$ cat src/rtl/bp_upd_pkg.sv
// Shared types and defaults for the branch-predictor update arbiter.
//   XLEN            : address width of branch/target PCs
//   NUM_REQ_DEF     : default number of branch resolution ports
//   DEPTH_DEF       : default update FIFO depth
//   bp_upd_entry_t  : one queued predictor update
package bp_upd_pkg;
  localparam int XLEN        = 32;
  localparam int NUM_REQ_DEF = 2;
  localparam int DEPTH_DEF   = 4;

  typedef struct packed {
    logic            direction;
    logic [XLEN-1:0] target;
    logic [XLEN-1:0] branch_PC;
  } bp_upd_entry_t;
endpackage

$ cat src/rtl/bp_upd_fifo.sv
// Multi-push / single-pop circular buffer of predictor updates.
//   clock, reset : rising-edge clock, async active-low reset
//   wr_data      : compacted entries, slot k written at wptr+k
//   wr_num       : number of valid entries in wr_data (0..NUM_REQ)
//   pop          : advance head by one (caller guarantees non-empty)
//   head         : entry at read pointer (undefined when empty)
//   count, free  : occupancy and free slots
module bp_upd_fifo
  import bp_upd_pkg::*;
#(
  parameter  int NUM_REQ = NUM_REQ_DEF,
  parameter  int DEPTH   = DEPTH_DEF,
  localparam int AW      = $clog2(DEPTH),
  localparam int CW      = AW + 1
) (
  input  logic                          clock,
  input  logic                          reset,
  input  bp_upd_entry_t [NUM_REQ-1:0]   wr_data,
  input  logic [CW-1:0]                 wr_num,
  input  logic                          pop,
  output bp_upd_entry_t                 head,
  output logic [CW-1:0]                 count,
  output logic [CW-1:0]                 free
);

  logic [AW-1:0]              wptr, rptr;
  logic [NUM_REQ-1:0][AW-1:0] widx;
  bp_upd_entry_t              mem [DEPTH];

  for (genvar k = 0; k < NUM_REQ; k++) begin : g_widx
    assign widx[k] = wptr + AW'(k);
  end

  // Storage needs no reset: count gates every read of it.
  always_ff @(posedge clock) begin
    for (int k = 0; k < NUM_REQ; k++)
      if (CW'(k) < wr_num) mem[widx[k]] <= wr_data[k];
  end

  // wr_num <= DEPTH, so its low AW bits advance the pointer modulo DEPTH.
  always_ff @(posedge clock or negedge reset) begin
    if (!reset) begin
      wptr  <= '0;
      rptr  <= '0;
      count <= '0;
    end else begin
      wptr  <= wptr + wr_num[AW-1:0];
      rptr  <= rptr + AW'(pop);
      count <= count + wr_num - CW'(pop);
    end
  end

  assign head = mem[rptr];
  assign free = CW'(DEPTH) - count;

endmodule

$ cat src/rtl/bp_update_arbiter.sv
// Funnels resolved branches from NUM_REQ ports into the predictor's single
// update port, one per cycle, in port-priority order through a small FIFO.
//   clock, reset      : rising-edge clock, async active-low reset
//   req_valid/_direction/_PC/_branch_PC : per-port resolution
//   req_ready         : port i may present (free slots > i)
//   pred_busy         : predictor refuses the head this cycle
//   result_*          : head update, zeros when empty
//   prev_branch_PC    : branch PC of the head update
//   upd_count         : FIFO occupancy
// Optional: define BP_UPD_BYPASS_EN to forward the lowest accepted request
// straight to the outputs when the FIFO is empty and the predictor is free.
module bp_update_arbiter
  import bp_upd_pkg::*;
#(
  parameter  int NUM_REQ = NUM_REQ_DEF,
  parameter  int DEPTH   = DEPTH_DEF,
  localparam int CW      = $clog2(DEPTH) + 1
) (
  input  logic                          clock,
  input  logic                          reset,
  input  logic [NUM_REQ-1:0]            req_valid,
  input  logic [NUM_REQ-1:0]            req_direction,
  input  logic [NUM_REQ-1:0][XLEN-1:0]  req_PC,
  input  logic [NUM_REQ-1:0][XLEN-1:0]  req_branch_PC,
  output logic [NUM_REQ-1:0]            req_ready,
  input  logic                          pred_busy,
  output logic                          result_enable,
  output logic                          result_direction,
  output logic [XLEN-1:0]               result_PC,
  output logic [XLEN-1:0]               prev_branch_PC,
  output logic [CW-1:0]                 upd_count
);

  localparam int IW = (NUM_REQ > 1) ? $clog2(NUM_REQ) : 1;

  bp_upd_entry_t [NUM_REQ-1:0] req_ent, wr_data;
  bp_upd_entry_t               head, res;
  logic [NUM_REQ-1:0]          acc, push_mask;
  logic [CW-1:0]               count, free, wr_num;
  logic [IW-1:0]               slot;
  logic                        not_empty, pop;

  for (genvar i = 0; i < NUM_REQ; i++) begin : g_port
    assign req_ent[i]   = '{direction: req_direction[i],
                            target:    req_PC[i],
                            branch_PC: req_branch_PC[i]};
    assign req_ready[i] = free > CW'(i);
  end

  assign acc       = req_valid & req_ready;
  assign not_empty = (count != '0);
  assign pop       = not_empty & ~pred_busy;

`ifdef BP_UPD_BYPASS_EN
  logic [NUM_REQ-1:0] low;
  logic               byp_act;
  bp_upd_entry_t      byp_ent;

  assign low       = acc & (~acc + NUM_REQ'(1));   // lowest accepted port
  assign byp_act   = ~not_empty & ~pred_busy & (|acc);
  assign push_mask = byp_act ? (acc & ~low) : acc;

  always_comb begin
    byp_ent = '0;
    for (int i = NUM_REQ - 1; i >= 0; i--)
      if (acc[i]) byp_ent = req_ent[i];
  end
`else
  assign push_mask = acc;
`endif

  // Pack surviving requests into consecutive slots, lowest port first.
  always_comb begin
    wr_data = '0;
    wr_num  = '0;
    slot    = '0;
    for (int i = 0; i < NUM_REQ; i++) begin
      if (push_mask[i]) begin
        wr_data[slot] = req_ent[i];
        wr_num        = wr_num + CW'(1);
        slot          = slot + IW'(1);
      end
    end
  end

  bp_upd_fifo #(.NUM_REQ(NUM_REQ), .DEPTH(DEPTH)) u_fifo (
    .clock   (clock),
    .reset   (reset),
    .wr_data (wr_data),
    .wr_num  (wr_num),
    .pop     (pop),
    .head    (head),
    .count   (count),
    .free    (free)
  );

  always_comb begin
    res           = '0;
    result_enable = 1'b0;
    if (not_empty) begin
      res           = head;
      result_enable = 1'b1;
    end
`ifdef BP_UPD_BYPASS_EN
    else if (byp_act) begin
      res           = byp_ent;
      result_enable = 1'b1;
    end
`endif
  end

  assign result_direction = res.direction;
  assign result_PC        = res.target;
  assign prev_branch_PC   = res.branch_PC;
  assign upd_count        = count;

endmodule

$ cat config.mk
export PLATFORM = sky130hd
export DESIGN_NAME = bp_update_arbiter
export DESIGN_NICKNAME = d
export VERILOG_FILES = /design/src/rtl/bp_upd_pkg.sv /design/src/rtl/bp_upd_fifo.sv /design/src/rtl/bp_update_arbiter.sv
export SDC_FILE = /design/constraint.sdc
export NUM_CORES = 1
export LEC_CHECK = 0
export ABC_AREA = 1
export CAP_MARGIN = 20
export CORE_ASPECT_RATIO = 1.1
export CORE_MARGIN = 4
export CORE_UTILIZATION = 52
export CTS_CLUSTER_DIAMETER = 60
export DETAILED_ROUTE_END_ITERATION = 6
export PLACE_DENSITY = 0.76
export SYNTH_ARGS = -nofsm -noshare
export SYNTH_HDL_FRONTEND = slang
export SYNTH_SLANG_ARGS = --single-unit
$ cat constraint.sdc
create_clock -name clock -period 9.3 [get_ports clock]
set_input_delay 1.395 -clock clock [delete_from_list [all_inputs] [get_ports clock]]
set_output_delay 1.395 -clock clock [all_outputs]
set_load 0.005 [all_outputs]
==> impl_metrics.toml, run 1 <==
[grt]
grt_use_total_pct = 28.1
overflow = 0
grt_pass1_vias = 14812
grt_max_degree = 262
grt_pass1_wl_um = 76300
antenna_found_initial = 0

[die]
die_y_um = 193
coreArea_sq_um = 30500
dieArea_sq_um = 33800
rows = 67
ios = 206
die_w_um = 176
start_util_pct = 52.7

[run_status]
violations = "design-rule violations"
status = "finished, violations left"

[place]
gp_congestion = 0.795
dp_cells = 2590
dpl_worst_slack_ns = 4.04
hpwl_um = 26700
port-buffer-count = 205
placedInstanceArea_sq_um = 18100

[synthesis]
yosys-top-cells-area = "edfxtp_1, nand2_1, nand3_1"
yosysWarningCount = 0
ys_ff_latch = 267
synth_edf_count = 260
syn-num-nets = 2264
netlist_instances = 2117
ys_types = 25
synth_flop_cell = "edfxtp_1"
yosysTopAreaCellShare_pct = 48.5
avgSynthCellArea_sq_um = 7.60
synth_area_leader_cell = "edfxtp_1"
synthArstFlopShare_pct = 2.62
syn-cell-area_sq_um = 16100
synth_seq_area_share_pct = 49.6

[clock_tree]
clock-sinks = 267
cts-root-buf = "clkbuf_16"
cts_buffers = 27
clockBufferDepth = 3
cts.clk_slew.worst_paths_ns = 0.06
cts_max_level = 1
clkLatencyLatePin_ns = 0.53
cts_tree = "done"
cts_resized = 0
postCtsSetupBuffers = 0
cts_hold_buf = 0

[pwr]
p_sw_share_pct = 42.4
internal_power_mw = 3.77
clkPwrFrac_pct = 15.8
switchingPower_mw = 2.77
irDropWorstVdd_v = 0.000322
p_leak_nw = 8.11
powerDensity_nw_per_um2 = 346
power_mw = 6.54
p_comb_share_pct = 50.4
p_seq_share_pct = 33.8

[sta]
worst_pin_slew_ns = 1.11
drv_slew = 0
rsz0062_at_grt = "false"
max_slew_margin_pct = 26.1
period_minus_slack_ns = 5.35
setup_viol = 0
clock.fmax_mhz = 187
skew_ns = 0.00815
hold_viol = 0
tns_ns = 0
min_period_over_period_pct = 57.5
setup_ws_ns = 3.95

[final_layout]
finalInstanceArea_sq_um = 18900
final_cell_mix = "nand2_1, nor2_1, nand3_1"
antennaDiodeCount = 0
stdcell_count = 2638
area_growth_pct = 17.3
final_common_cell = "nand2_1"
drive_gt1_share_pct = 5.08
nNetsFinal = 2352

[setup_path]
start_kind = "flip-flop"
critPathBufInv = 3
worstSetupEndpointType = "primary output"
worstSetupPathType = "flip-flop to primary output"
crit_chain = "clkinv_2 > buf_4 > o21ai_0 > a21oi_1 > clkdlybuf4s50_1"
slowest_stage = "dfrtp_4"
cp_max_fo = 87
cpPeakStageDelay_ns = 0.90
critical_path_required_ns = 7.91
path_delay_family = "buffers and inverters"
crit_arrival_ns = 3.95

[routing]
routed_wl_um = 49400
firstDrtPassIters = 7
drcViolationCount = 5
routed_via_density = 5.81
vias = 15316
wire_per_inst_um = 18.7
drt_iter0_markers = 1909
ant_nets = 0

[run]
cap_violations = 0

[min_path]
hold_path_class = "flip-flop to flip-flop"
[flip-flops by register name (all words and copies together) (netlist names)]
signal	flops
u_fifo.count	3
u_fifo.mem	260
u_fifo.rptr	2
u_fifo.wptr	2
[path summary, 6_finish.rpt]
path / slack [ns] / from / cells past startpoint / endpoint
worst max register to register: 5.17 / u_fifo.count[0] / 9 / u_fifo.mem[0][40]
worst min register to register: 0.66 / u_fifo.count[0] / 1 / u_fifo.count[0]
max in group asynchronous: 7.85 / reset / 1 / u_fifo.rptr[0]
min in group asynchronous: 1.14 / reset / 1 / u_fifo.count[2]
worst min-delay path: 0.66 / u_fifo.count[0] / 1 / u_fifo.count[0]
worst max-delay path: 3.95 / u_fifo.rptr[0] / 5 / prev_branch_PC[9]
[synthesized netlist by cell type, types with 6 or more instances]
master	n
dfrtp_1	7
o21ai_0	126
buf_2	74
o21ai_1	7
nand3_1	325
a21oi_1	65
buf_4	18
clkbuf_1	45
inv_2	6
inv_1	79
ha_1	11
nor2_2	30
buf_1	19
nand2_1	655
edfxtp_1	260
nor2_1	363
buf_6	14
[logic make-up after synthesis]
group | share of synthesized area, %
XOR/XNOR | 0.218
AO/OA/AOI/OAI | 6.30
adder cells (fa/ha/maj) | 0.980
flip-flops | 49.6
AND/OR/NAND/NOR | 35.3
buffers and inverters | 7.62
[per-layer routing]
metal / wire length (um) / vias to the layer above / share of wire [%] / global-route usage, %
li1: - / 7114 / - / -
met1: 18700 / 7093 / 38 / 36.0
met2: 23800 / 948 / 48 / 47.4
met3: 5100 / 161 / 10 / 4.23
met4: 1790 / 0 / 3.6 / 12.6
met5: 0 / - / 0 / 0
[layout make-up]
cell class                      instances  area, sq um
Sequential cell                       267         7990
Fill cell                            2618        11600
Tap cell                              414          518
Multi-Input combinational cell       1594         6980
Inverter                               86          325
Timing Repair Buffer                  229         2260
Clock inverter                         13          110
Clock buffer                           35          706
[stage by stage]
stage	hold slack [ns]	util, %
5_1_grt	0.659	61.9
4_1_cts	0.660	61.9
3_5_place_dp	0.642	59.2
2_1_floorplan	0.473	-
6_report	0.659	61.9
3_3_place_gp	0.586	59.1
[power groups by stage]
stage	Combinational, mW	Clock [mW]	Sequential [mW]
after floorplan	1.93	0	2.24
after global placement	3.15	0	2.20
after detailed placement	3.25	0	2.23
after CTS	3.28	1.03	2.20
after global routing	3.61	1.09	2.25
final	3.29	1.03	2.21
Note: power is estimated with default switching activity, not from simulation.
==> run 2, diff against run 1 <==
==> constraint.sdc (replaced) <==
create_clock -name clock -period 5.6 [get_ports clock]
set_input_delay 0.84 -clock clock [delete_from_list [all_inputs] [get_ports clock]]
set_output_delay 0.84 -clock clock [all_outputs]
set_load 0.005 [all_outputs]
==> impl_metrics.toml, run 2 (same netlist as run 1, synthesis figures left out) <==
[sta]
setup_viol = 0
rsz0062_at_grt = "false"
period_minus_slack_ns = 4.47
tns_ns = 0
setup_ws_ns = 1.13
whs_ns = 0.585
drv_slew = 0
worst_pin_slew_ns = 1.04
skew_ns = 0.0137
min_period_over_period_pct = 79.8
hold_viol = 0
clock.fmax_mhz = 224
max_slew_margin_pct = 30.5

[setup_path]
path_delay_family = "buffers and inverters"
cpMostUsedCell = "nor2_1"
ff2ff_path_depth = 11
r2r-start = "u_fifo.count[0]"
cp.depth = 6
cp_max_fo = 84
cpPeakStageDelay_ns = 0.81
slowest_stage = "dfrtp_4"
start_kind = "flip-flop"
critical_path_required_ns = 4.76
critPathBufInv = 2
worstSetupPathType = "flip-flop to primary output"
crit_chain = "buf_4 > nor2_1 > nor2_1 > o21ai_0 > a21oi_1 > clkdlybuf4s50_1"
worstSetupEndpointType = "primary output"
crit_arrival_ns = 3.63
r2r_end = "u_fifo.mem[0][32]"
regToRegSetupSlack_ns = 1.70

[clock_tree]
postCtsSetupBuffers = 0
cts_tree = "done"
cts-root-buf = "clkbuf_16"
clkLatencyLatePin_ns = 0.54
cts_buffers = 28
clockBufferDepth = 3
clock-sinks = 267
cts.clk_slew.worst_paths_ns = 0.06
cts_max_level = 1
cts_hold_buf = 0
cts_resized = 0

[grt]
antenna_found_initial = 0
met3_usage_pct = 4.47
overflow = 0
grt_max_degree = 119
busiest_layer = "met2"
grt_pass1_vias = 14779
grt_use_total_pct = 27.7
use_met2_pct = 48.2
grt_pass1_wl_um = 76200
use_met1_pct = 35.7

[routing]
drcViolationCount = 1
routed_wl_um = 48200
ant_nets = 0
vias = 15086
drt_iter0_markers = 1776
routed_via_density = 5.71
firstDrtPassIters = 7
wire_per_inst_um = 18.2

[place]
port-buffer-count = 205
hpwl_um = 26500
dpl_worst_slack_ns = 1.66
dp_cells = 2591
gp_congestion = 0.788

[die]
die_y_um = 193
ios = 206
die_w_um = 176
dieArea_sq_um = 33800
rows = 67
coreArea_sq_um = 30500
start_util_pct = 52.7

[run]
cap_violations = 0

[final_layout]
stdcell_count = 2643
area_growth_pct = 18.1
largest_register_ff_count = 260
final_common_cell = "nand2_1"
final_cell_mix = "nand2_1, nor2_1, nand3_1"
nNetsFinal = 2356
drive_gt1_share_pct = 5.34
antennaDiodeCount = 0

[min_path]
hold_path_class = "primary input to asynchronous set/reset pin"

[pwr]
irDropWorstVdd_v = 0.000527
p_leak_nw = 8.17
powerDensity_nw_per_um2 = 575

[run_status]
status = "finished, violations left"
violations = "design-rule violations"
==> run 2: worst max-delay path by stage <==
stage,from,to,slack (ns)
2_1_floorplan,u_fifo.count[0],u_fifo.mem[3][0],-1.39
3_3_place_gp,req_valid[0],u_fifo.mem[0][28],1.67
3_5_place_dp,req_valid[0],u_fifo.mem[0][29],1.66
4_1_cts,u_fifo.rptr[0],prev_branch_PC[0],1.24
5_1_grt,u_fifo.rptr[0],prev_branch_PC[0],1.03
6_report,u_fifo.rptr[0],prev_branch_PC[3],1.13
==> run 2: worst register-to-register path: stages, from the launching register on <==
cell and delay [ns]:
dfrtp_1 0.44, inv_1 0.09, ha_1 0.26, ha_4 0.25, a21boi_4 0.69, ha_1 0.30, inv_2 0.08, nor2_4 0.12
inv_2 0.20, buf_4 0.41, o31ai_4 0.27, buf_12 0.40
==> run 2: power breakdown <==
part | switching (mW) | total (mW) | internal [mW]
Clock | 0.757 | 1.78 | 1.02
Combinational | 3.56 | 5.52 | 1.96
Sequential | 0.266 | 3.64 | 3.37
Total | 4.58 | 10.9 | 6.35
==> run 2: cell type report <==
cell class              count  area [sq um]
repair buffers            232          2340
flip-flops and latches    267          7990
well taps                 414           518
fillers                  2598         11500
clock inverters             9          75.1
multi-input cells        1594          6980
clock buffers              41           791
inverters                  86           325
==> run 2: routing by layer <==
metal  part of all wire, %  up-vias
li1                      -     7115
met2                    49      881
met4                   2.7        0
met1                    38     6978
met3                    11      112
met5                     0        -
==> run 2: through the flow <==
step / power, mW / util (%) / cell area [sq um]
after floorplan: 6.90 / - / 16100
after global placement: 8.95 / 59.3 / 18100
after detailed placement: 9.09 / 59.3 / 18100
after CTS: 10.9 / 62.1 / 19000
after global routing: 11.6 / 62.3 / 19000
final: 10.9 / 62.3 / 19000
